`config.mk`:
```
export PLATFORM = sky130hd
export DESIGN_NAME = challenge_gen_hs
export DESIGN_NICKNAME = d
export VERILOG_FILES = /design/src/rtl/challenge_gen_hs.sv
export SDC_FILE = /design/constraint.sdc
export NUM_CORES = 1
export LEC_CHECK = 0
export BUFFER_PORTS_ARGS = -buffer_cell sky130_fd_sc_hd__buf_2
export CORE_MARGIN = 10
export CORE_UTILIZATION = 55
export CTS_BUF_LIST = sky130_fd_sc_hd__clkbuf_2
export DETAILED_ROUTE_END_ITERATION = 16
export GPL_ROUTABILITY_DRIVEN = 0
export PLACE_DENSITY_LB_ADDON = 0.3
export SKIP_CTS_REPAIR_TIMING = 1
export SLEW_MARGIN = 20
export SYNTH_ARGS = -nofsm -noshare
export SYNTH_HDL_FRONTEND = slang
export SYNTH_SLANG_ARGS = --single-unit
```
`constraint.sdc`:
```
create_clock -name clk -period 6.87 [get_ports clk]
set_clock_uncertainty 0.05 [all_clocks]
set_input_delay 0.3435 -clock clk [delete_from_list [all_inputs] [get_ports clk]]
set_output_delay 0.3435 -clock clk [all_outputs]
set_load 0.02 [all_outputs]
```
`src/rtl/challenge_gen_hs.sv`:
```
// challenge_gen_hs: builds N_CB-bit challenges from N_RNG TRNG streams with a valid/ready
// handshake, optional per-channel decorrelation and sticky stuck-bit health flags.
module challenge_gen_hs #(
    parameter int N_CB      = 64,
    parameter int N_RNG     = 4,
    parameter int MODE      = 0,
    parameter int STUCK_LIM = 32
) (
    input  logic             clk,
    input  logic             rst,
    input  logic [N_RNG-1:0] rand_in,
    input  logic             start,
    input  logic             c_ready,
    output logic [N_CB-1:0]  C,
    output logic             c_valid,
    output logic             c_err,
    output logic             busy,
    output logic [N_RNG-1:0] fail
);
    localparam int W  = N_CB / N_RNG;
    localparam int CW = W > 1 ? $clog2(W) : 1;
    localparam int RW = $clog2(STUCK_LIM + 1);

    typedef enum logic [1:0] {IDLE, FILL, DONE} state_t;

    state_t           state;
    logic [CW-1:0]    cnt;
    logic [N_RNG-1:0] rand_q;
    logic [N_RNG-1:0] bits;
    logic [N_RNG-1:0] fail_nx;
    logic [RW-1:0]    run [N_RNG];
    logic [RW-1:0]    run_nx [N_RNG];
    logic [N_CB-1:0]  c_shift;

    assign bits = (MODE != 0) ? rand_in ^ rand_q : rand_in;

    // Newest bits enter at the top so the first fill lands in the least significant slot.
    generate
        if (N_CB == N_RNG) begin : g_one
            assign c_shift = bits;
        end else begin : g_many
            assign c_shift = {bits, C[N_CB-1:N_RNG]};
        end
    endgenerate

    always_comb begin
        for (int k = 0; k < N_RNG; k++) begin
            run_nx[k] = rand_in[k] != rand_q[k] ? '0 :
                        run[k] == RW'(STUCK_LIM) ? run[k] : run[k] + RW'(1);
            fail_nx[k] = fail[k] | (run_nx[k] == RW'(STUCK_LIM));
        end
    end

    always_ff @(posedge clk or posedge rst) begin
        if (rst) begin
            state   <= IDLE;
            cnt     <= '0;
            C       <= '0;
            c_valid <= 1'b0;
            c_err   <= 1'b0;
            busy    <= 1'b0;
            fail    <= '0;
            rand_q  <= '0;
            for (int k = 0; k < N_RNG; k++) run[k] <= '0;
        end else begin
            rand_q <= rand_in;
            fail   <= fail_nx;
            for (int k = 0; k < N_RNG; k++) run[k] <= run_nx[k];
            case (state)
                IDLE: if (start) begin
                    state <= FILL;
                    cnt   <= '0;
                    busy  <= 1'b1;
                end
                FILL: begin
                    C   <= c_shift;
                    cnt <= cnt + CW'(1);
                    if (cnt == CW'(W - 1)) begin
                        state   <= DONE;
                        c_valid <= 1'b1;
                        c_err   <= |fail_nx;
                    end
                end
                DONE: if (c_ready) begin
                    state   <= IDLE;
                    c_valid <= 1'b0;
                    c_err   <= 1'b0;
                    busy    <= 1'b0;
                end
                default: state <= IDLE;
            endcase
        end
    end
endmodule

```
# After elaboration in Yosys (flattened, before gate mapping)
# Cells that the tools add are included.
[op_classes]
n_eq_ne = 18
n_bitwise = 4
n_reduce_logical = 9
n_mux = 21
n_addsub = 5
[ops]
columns = ["cell", "count"]
rows = [
  ["$eq 6x6->1 const B", 8],
  ["$mux 6", 8],
  ["$add 6x1->6 const B", 4],
  ["$reduce_and 3->1", 3],
  ["$pmux 4 s2", 1],
  ["$mux 2", 3],
  ["$ne 2x2->1 const B", 3],
  ["$pmux 1 s2", 3],
  ["$pmux 2 s3", 1],
  ["$reduce_bool 2->1", 3],
  ["$add 4x1->4 const B", 1],
  ["$eq 4x4->1 const B", 1],
  ["$mux 1", 4],
  ["$mux 4", 1],
  ["$ne 1x1->1", 4],
  ["$or 1x1->1", 4],
  ["$reduce_or 4->1", 1],
  ["$eq 2x1->1 const B", 1],
  ["$eq 2x2->1 const B", 1],
  ["$logic_not 2->1", 1],
  ["$reduce_and 2->1", 1],
]
[totals]
input_bits = 8
wordCells = 69
out_inout_bits = 71
reg_bits = 105

# Longest topological paths before layout
# Gate-level depths: netlist (run 1).
[logic_depth]
ltp_word = 8
ltp_mapped = 8
depth_no_buf = 8

# Least setup slack after synthesis (run 1)
# No wires, ideal clock.
[synth_path]
path_type = "reg-to-reg"
startpoint = "register run[6] (netlist name)"
endpoint = "register c_err"
setup_time_ps = 84
path_stages_with_launch = 8
slack_ps = 5081
path_buffers = 0
synth_period_minus_slack_ps = 1789
arrival_ps = 1656
required_ps = 6736
path_cell_list = "dfrtp_1 -> inv_1 -> ha_1 -> nor4_1 -> o21ai_0 -> a211oi_4 -> nor3_2 -> a41oi_2"
[synth_via]
elab_chain_cells = 8
word_cells_on_any_way = 9
cone_classes = "add/sub (1); eq/ne (2); mux (4); bitwise (1); reduce/logical (1)"
[synth_rtl]
columns = ["element", "line_no", "text"]
rows = [
  ["start: declaration", "31", "logic [RW-1:0] run [N_RNG];"],
  ["$add 6x1->6 / $eq 6x6->1 (equally long branches)", "49", "run[k] == RW'(STUCK_LIM) ? run[k] : run[k] + RW'(1);"],
  ["$mux 6 (*)", "49", ""],
  ["$mux 6 (*)", "48", "run_nx[k] = rand_in[k] != rand_q[k] ? '0 :"],
  ["$eq 6x6->1 (*)", "50", "fail_nx[k] = fail[k] | (run_nx[k] == RW'(STUCK_LIM));"],
  ["$or 1x1->1 (*)", "50", ""],
  ["$reduce_or 4->1 (*)", "81", "c_err <= |fail_nx;"],
  ["$mux 1 (*)", "78", "if (cnt == CW'(W - 1)) begin"],
  ["$pmux 1 s2 (*)", "69", "case (state)"],
  ["end signal: assignment", "81", ""],
  ["end: declaration", "16", "output logic c_err,"],
]
# Mark *: on every way between the ends. The rest lies on a longest branch, timed or not. The select of a mux whose other input is x is not followed.
# A chain may end at the register's enable or synchronous reset.

# Worst setup path after layout (run 1)
[layout_path]
startpoint = "register run[18] (netlist name)"
endpoint = "register c_err"
# The elaborated chain is that of the path after synthesis.

==> flow_metrics.tcl, run 1 <==
set metrics [dict create \
    status "finished clean" \
    wl_met1_mm 3.52 \
    netSwitchingPower_mw 0.925 \
    ioPinCount 79 \
    critPathCaptureType "register" \
    fp.dieArea_sq_um 12100 \
    multiInputGateArea_sq_um 1720 \
    die_x_microns 110 \
    power_frac_seq_pct 44.9 \
    path_clk_slew_ns 0.25 \
    vias 2800 \
    port_buffers 78 \
    viasPerCell 5.29 \
    ir_drop_v 0.000306 \
    register_area_sq_um 2630 \
    hold_violations 0 \
    hold-worst-slack_ns 0.0905 \
    core.rowCount 32 \
    final_core_util_pct 65.1 \
    place_area_sq_um 4940 \
    htree_num_levels 3 \
    power_density_nw_per_um2 450 \
    setup-violations-final 0 \
    drtAntennaViolNets 0 \
    wl_met3_microns 564 \
    p_leak_nw 2.35 \
    rsz0062_at_grt "no" \
    seq_area_frac_synth_pct 59.2 \
    dp_cells 507 \
    syn_inst 335 \
    coreArea_sq_um 7810 \
    crit_required_ns 7.32 \
    switching_share_pct 40.4 \
    ys_ff_latch 105 \
    grt_pass1_wl_mm 13.9 \
    dp_hpwl_mm 6.00 \
    syn_area_sq_um 4440 \
    synth_fp_nets 352 \
    min_period_over_period_pct 30.6 \
    async_flop_share_pct 100 \
    final_area_sq_um 5090 \
    synth.distinct_cells 47 \
    wl_mm 8.28 \
    fp.dieH_microns 110 \
    grt_pass1_vias 2909 \
    drive_gt1_share_pct 40.3 \
    final_nets 439 \
    grt-ovfl-total 0 \
    timing.setup.tns_ns 0 \
    cts_root_buf "clkbuf_2" \
    start_util_pct 56.9 \
    clockPowerShare_pct 10.4 \
    period_needed_ns 2.10 \
    cts_buffers 9 \
    ys.flop_type "dfrtp_1" \
    instances_no_fill 529 \
    grt_max_degree 69 \
    drtIter0Drc 104 \
    intPower_mw 1.36 \
    power_frac_comb_pct 44.7 \
    cp.arrival_ns 2.55 \
    criticalPathCategory "register to register" \
    max_freq_ghz 0.476 \
    hold_path.class "input port to register" \
    topRoutingLayerUsed "met4" \
    met2WireLength_mm 4.13 \
    slew_violations 0 \
    post_drt_wl_per_cell_microns 15.6 \
    num_antenna_cells 0 \
    max_cap_viol_count 0 \
    dr.pass1.iters 4 \
    track_usage_pct 14.4 \
    grt_antenna_before_repair 0 \
    syn2layout_area_growth_pct 14.5 \
    yosysWarnings 0 \
    synth_edf_count 0 \
    fill_cells 614 \
    remaining_drc_errors 0 \
    clk_latency_ns 0.55 \
    clock_path_buffers 2 \
    cts_tree "yes" \
    relSlewSlack_pct 44.0 \
    cp_max_fo 6 \
    critPathLaunchType "register" \
    clock_sinks 105 \
    worstMarginPinSlew_ns 0.840 \
    syn_avg_cell_area_sq_um 13.3 \
]
sequential cells by signal, summed over array words and instances, names as in the netlist:
name and flops:
run 24, c_err 1, c_valid 1, busy 1, fail 4, C 64, state 2, rand_q 4
cnt 4
power by group through the flow:
stage / clock (mW) / combinational, mW / sequential (mW)
CTS: 0.249 / 1.04 / 1.03
floorplan: 0 / 0.492 / 1.25
finish: 0.239 / 1.02 / 1.03
detailed placement: 0 / 1.04 / 1.04
global route: 0.272 / 1.11 / 1.06
global placement: 0 / 1.01 / 1.03
per-layer routing:
layer	up-vias	global-route usage (%)
li1	1355	-
met1	1387	16.4
met2	51	24.6
met3	7	5.68
met4	0	3.90
met5	-	0
critical path, cell delays in order, from the launching register on:
cell and delay [ns]:
dfrtp_1 0.50, inv_1 0.09, ha_1 0.14, nand2_1 0.08, a2111oi_0 0.49, o21ai_1 0.10
nor4_1 0.31, nor2_1 0.11, a41oi_2 0.17
Yosys cell counts, types with 2 or more instances:
cell	n	share of area (%)
a2111oi_0	2	0.39
a211o_1	2	0.39
a21oi_1	9	1.0
and4_1	2	0.39
buf_1	2	0.17
buf_2	8	0.90
dfrtp_1	105	59
ha_1	9	2.5
inv_1	15	1.3
mux2_2	65	16
mux2i_1	3	0.68
nand2_1	12	1.0
nand3_1	10	1.1
nor2_1	22	1.9
nor3_1	7	0.79
nor4_1	3	0.42
o21ai_0	8	0.90
or3_1	3	0.42
xnor2_1	8	1.6
xor2_1	13	2.6
cell usage in the layout, fill, tap and decap left out, types with 3 or more instances in the layout:
cell type / Yosys / routed
dfrtp_1: 105 / 105
buf_2: 8 / 78
mux2_2: 65 / 65
nor2_1: 22 / 21
inv_1: 15 / 14
xor2_1: 13 / 13
nand2_1: 12 / 12
nand3_1: 10 / 10
a21oi_1: 9 / 9
ha_1: 9 / 9
clkbuf_2: 0 / 9
o21ai_0: 8 / 8
xnor2_1: 8 / 8
nor3_1: 7 / 7
dlygate4sd3_1: 0 / 6
mux2i_1: 3 / 3
nor4_1: 3 / 3
or3_1: 3 / 3
through the flow:
stage          power (mW)  setup slack, ns
2_1_floorplan        1.74             3.72
3_5_place_dp         2.09             4.80
6_report             2.29             4.77
5_1_grt              2.45             4.55
4_1_cts              2.32             4.74
3_3_place_gp         2.04             4.92
cells by family after synthesis:
logic type	share of synthesized area (%)
mux	17.2
buf+inv	2.34
xor+xnor	4.14
fa+ha+maj	2.54
compound gates	6.09
flops	59.2
simple gates	8.57
path summary, 6_finish.rpt:
path                          from       to  slack (ns)  depth (start not counted)
min                          start     busy        0.09                          3
min in group asynchronous      rst     C[1]        0.26                          3
min reg2reg                fail[0]  fail[0]        0.48                          2
max reg2reg                run[18]    c_err        4.77                          8
max in group asynchronous      rst   run[3]        5.29                          4
max                        run[18]    c_err        4.77                          8
final cells by class:
type,count,share of cell area (%)
flip-flops and latches,105,51.7
multi-input cells,205,33.8
repair buffers,86,9.15
clock inverters,7,0.886
well taps,102,2.51
clock buffers,9,0.886
inverters,15,1.16
Power figures use the tool's default switching activity.
==> run 2: changes to the inputs <==
Clock period 6.87 ns to 2.2 ns, I/O delays scaled along.
==> run 2 against run 1 <==
Net effect:
- routed wire length is 4.1% higher
- sequential share of layout area is 1.6 points lower
- utilization is 2.1 points higher
- global-route usage is 0.34 points higher
- combinational power grew to 3.3 times the previous value
- worst hold slack worse by 0.090 ns
- flip-flop and latch count stayed put
- total power grew to 3.3 times the previous value
- clock-buffer cell count stayed put
- largest cell class unchanged
- highest routed layer unchanged
==> flow_metrics.tcl, run 2 (synthesized netlist as in run 1, its figures left out) <==
set metrics [dict create \
    worstMarginPinSlew_ns 0.540 \
    setup-violations-final 0 \
    slew_violations 0 \
    criticalPathCategory "register to register" \
    top_register "C" \
    power_mw 7.51 \
    cts_tree "yes" \
    grt_util_met2_pct 23.3 \
    mostFrequentLayoutCells "105 x dfrtp_1, 78 x buf_2, 65 x mux2_2" \
    crit_required_ns 2.65 \
    num_antenna_cells 0 \
    grt_pass1_wl_mm 14.3 \
    ir_drop_v 0.000939 \
    max_cap_viol_count 0 \
    grt_pass1_vias 2921 \
    cp_max_fo 5 \
    clock_sinks 105 \
    p_leak_nw 2.44 \
    cts_root_buf "clkbuf_2" \
    timing.setup.tns_ns 0 \
    track_usage_pct 14.7 \
    clock_path_buffers 2 \
    port_buffers 78 \
    ioPinCount 79 \
    rsz0062_at_grt "no" \
    final_common_cell "dfrtp_1" \
    grt_max_degree 55 \
    use_met3_pct 4.04 \
    die_x_microns 110 \
    htree_num_levels 3 \
    min_period_over_period_pct 92.1 \
    fill_cells 615 \
    path_clk_slew_ns 0.30 \
    drive_gt1_share_pct 41.3 \
    max_freq_ghz 0.494 \
    grt-ovfl-total 0 \
    vias 2873 \
    worst_slack_ns 0.174 \
    largest_register_ffs 64 \
    pre_cts_slack_ns 0.201 \
    cts_buffers 9 \
    r2r_start "run[6]" \
    wl_mm 8.62 \
    power_density_nw_per_um2 1430 \
    clk_latency_ns 0.56 \
    fp.dieArea_sq_um 12100 \
    grt.busiest_layer "met2" \
    period_needed_ns 2.03 \
    drtIter0Drc 130 \
    hold_path.class "input port to async pin" \
    start_util_pct 56.9 \
    relSlewSlack_pct 63.9 \
    critPathCaptureType "register" \
    cp-startpoint "run[6]" \
    use_met1_pct 18.8 \
    reg_top3 "C: 64 flops, run: 24 flops" \
    final_area_sq_um 5250 \
    place_area_sq_um 5050 \
    status "finished clean" \
    cp.arrival_ns 2.48 \
    post_drt_wl_per_cell_microns 16.0 \
    viasPerCell 5.34 \
    syn2layout_area_growth_pct 18.3 \
    critPathLaunchType "register" \
    dp_hpwl_mm 6.34 \
    final_nets 448 \
    fp.dieH_microns 110 \
    dr.pass1.iters 4 \
    hold_violations 0 \
    core.rowCount 32 \
    coreArea_sq_um 7810 \
    grt_antenna_before_repair 0 \
    drtAntennaViolNets 0 \
    remaining_drc_errors 0 \
]
-- run 2: changes by cell type in the layout (fill, tap and decap cells not counted), sizes merged --
cell / before / now
buf: 80 / 87
dlygate4sd3: 6 / 8
bufinv: 0 / 1
clkinv: 4 / 3
clkinvlp: 2 / 1
inv: 16 / 17
-- run 2: path summary, 6_finish.rpt --
| path | depth (start not counted) | to | slack [ns] |
|---|---|---|---|
| setup / recovery | 7 | c_err | 0.17 |
| hold / removal | 3 | C[6] | 0.0009 |
| setup reg to reg | 7 | c_err | 0.17 |
| hold reg to reg | 1 | c_valid | 0.47 |
| max in group asynchronous | 4 | rand_q[1] | 1.34 |
| min in group clk | 2 | rand_q[0] | 0.15 |
-- run 2: layout make-up --
cell class              instances  area (sq um)  area share (%)
clock buffers                   9          45.0           0.858
clock inverters                 7          73.8            1.41
inverters                      15          60.1            1.14
multi-input cells             205          1720            32.7
flip-flops and latches        105          2630            50.0
well taps                     102           128            2.43
repair buffers                 95           601            11.4
-- run 2: through the flow --
stage          hold WS [ns]  instances  util [%]
2_1_floorplan        0.0914        335         -
3_3_place_gp          0.102        514      64.7
3_5_place_dp          0.108        514      64.7
4_1_cts              -0.581        530      66.2
5_1_grt              0.0139        538      67.3
6_report           0.000872        538      67.3
-- run 2: report_power, final --
group	internal [mW]	switching (mW)	total, mW
sequential	2.66	0.534	3.19
clock	0.273	0.645	0.918
combinational	1.60	1.80	3.41
-- run 2: critical path, stage by stage, from the launching register on --
cell and delay [ns]:
dfrtp_1 0.46, inv_1 0.11, ha_1 0.34, nor4_1 0.25, o21ai_0 0.22, a211oi_4 0.30, nor3_2 0.07, a41oi_2 0.18
-- run 2: layer usage --
layer  part of all wire [%]  up-vias
li1                       -     1380
met1                     43     1424
met2                     49       55
met3                    6.3       14
met4                    1.8        0
met5                      0        -
==> run 3: changes to the inputs <==
Settings changed: BUFFER_PORTS_ARGS -buffer_cell sky130_fd_sc_hd__buf_2 to -buffer_cell sky130_fd_sc_hd__buf_4.
==> run 3 against run 2 <==
Net effect:
- sequential share of layout area fell by 1.4 points
- first-iteration DRC count is 40% higher
- routed wire length is 2.4% higher
- design area increased by 3.0%
- setup slack improved by 0.041 ns
- flip-flop and latch count is the same
- via count fell by 0.94%
- die area unchanged
- utilization is 2.0 points higher
- non-clock buffer count shrank 4
- critical path type unchanged
==> flow_metrics.tcl, run 3 (synthesized netlist as in run 1, its figures left out) <==
set metrics [dict create \
    grt_antenna_before_repair 0 \
    timing.setup.tns_ns 0 \
    netSwitchingPower_mw 2.99 \
    setup-violations-final 0 \
    period_needed_ns 1.98 \
    status "finished clean" \
    path_clk_slew_ns 0.29 \
    drive_gt1_share_pct 41.2 \
    drtIter0Drc 182 \
    hold_path.class "input port to async pin" \
    dp_cells 511 \
    power_frac_seq_pct 41.1 \
    clock_path_buffers 2 \
    fp.dieH_microns 110 \
    wl_mm 8.83 \
    clockPowerShare_pct 12.9 \
    max_freq_ghz 0.504 \
    coreArea_sq_um 7810 \
    grt_pass1_vias 2854 \
    cts_tree "yes" \
    cts_root_buf "clkbuf_2" \
    syn2layout_area_growth_pct 21.9 \
    vias 2846 \
    htree_num_levels 3 \
    cp.arrival_ns 2.44 \
    top_register "C" \
    p_leak_nw 2.48 \
    dp_hpwl_mm 6.32 \
    relSlewSlack_pct 56.3 \
    worstMarginPinSlew_ns 0.654 \
    grt-ovfl-total 0 \
    core.rowCount 32 \
    dr.pass1.iters 4 \
    mostFrequentLayoutCells "104 x dfrtp_1, 81 x buf_4, 65 x mux2_2" \
    crit_slowest_cell "dfrtp_1" \
    power_mw 7.87 \
    switching_share_pct 38.0 \
    reg_top3 "C: 64 flops, run: 24 flops" \
    largest_register_ffs 64 \
    critPathLaunchType "register" \
    cts_buffers 9 \
    path_cells "inv_1 -> ha_1 -> nand2_1 -> nor4_4 -> a32oi_1 -> a211oi_4 -> nor3_2 -> a41oi_2" \
    rsz0062_at_grt "no" \
    start_util_pct 56.9 \
    cp_top_family "compound AO/OA/AOI/OAI gates" \
    slew_violations 0 \
    final_common_cell "dfrtp_1" \
    clock_sinks 105 \
    worst-path-buf-inv 1 \
    intPower_mw 4.87 \
    criticalPathCategory "register to register" \
    final_nets 444 \
    ioPinCount 79 \
    grt_pass1_wl_mm 14.5 \
    power_density_nw_per_um2 1450 \
    max_cap_viol_count 0 \
    power_frac_comb_pct 46.0 \
    instances_no_fill 534 \
    ir_drop_v 0.000879 \
    viasPerCell 5.33 \
    cp_max_fo 5 \
    grt_max_degree 67 \
    drtAntennaViolNets 0 \
    cpPeakStageDelay_ns 0.48 \
    crit_required_ns 2.66 \
    die_x_microns 110 \
    critPathCaptureType "register" \
    clk_latency_ns 0.56 \
    track_usage_pct 15.1 \
    post_drt_wl_per_cell_microns 16.5 \
    remaining_drc_errors 0 \
    port_buffers 78 \
    min_period_over_period_pct 90.2 \
    num_antenna_cells 0 \
    fp.dieArea_sq_um 12100 \
    hold_violations 0 \
]
-- run 3: changes by cell type in the layout (fill, tap and decap cells not counted) --
cell           before  now
clkinv_2            1    0
bufinv_16           1    2
buf_4               4   81
buf_12              5    3
buf_2              78    0
dlygate4sd3_1       8    7
clkbuf_2            9   10
dfrtp_1           105  104
clkinvlp_4          1    2
dfrtp_2             0    1
clkinv_4            1    0
inv_6               3    2
-- run 3: final timing paths --
| check | startpoint | to | slack, ns | cells past startpoint |
|---|---|---|---|---|
| worst max-delay path | run[6] | c_err | 0.22 | 8 |
| worst min-delay path | rst | C[43] | 0.09 | 3 |
| worst max register to register | run[6] | c_err | 0.22 | 8 |
| worst min register to register | c_valid | c_valid | 0.47 | 1 |
| max in group asynchronous | rst | C[18] | 1.39 | 4 |
| min in group clk | rand_in[0] | rand_q[0] | 0.15 | 2 |
-- run 3: worst reg2reg max path: stages, from the launching register on --
cell	delay [ns]
dfrtp_1	0.48
inv_1	0.15
ha_1	0.19
nand2_1	0.09
nor4_4	0.25
a32oi_1	0.22
a211oi_4	0.26
nor3_2	0.08
a41oi_2	0.18
-- run 3: per-layer routing --
metal	wire, microns	global-route usage (%)	vias to the layer above
met2	4480	24.7	62
met5	0	0	-
met4	141	6.13	0
met3	553	4.21	11
li1	-	-	1363
met1	3650	18.6	1410
-- run 3: power groups by stage --
| stage | Sequential, mW | Clock (mW) | Combinational, mW |
|---|---|---|---|
| floorplan | 3.91 | 0 | 1.54 |
| global placement | 3.23 | 0 | 3.58 |
| detailed placement | 3.29 | 0 | 3.67 |
| CTS | 3.25 | 1.05 | 3.68 |
| global route | 3.37 | 1.11 | 3.89 |
| finish | 3.24 | 1.02 | 3.62 |
-- run 3: final cells by class --
type	instances	area, sq um
Clock buffer	10	50.0
Timing Repair Buffer	91	738
Sequential cell	105	2630
Multi-Input combinational cell	205	1720
Inverter	15	60.1
Clock inverter	6	88.8
Fill cell	583	2400
Tap cell	102	128
-- run 3: through the flow --
step / hold slack [ns] / utilization (%) / cell area (sq um) / worst slack, ns
3_3_place_gp: 0.188 / 66.6 / 5200 / 0.341
6_report: 0.0883 / 69.3 / 5410 / 0.215
4_1_cts: -0.494 / 68.4 / 5340 / 0.196
3_5_place_dp: 0.190 / 66.6 / 5200 / 0.246
2_1_floorplan: 0.0914 / - / 4440 / 0.411
5_1_grt: 0.0825 / 69.3 / 5410 / 0.0187
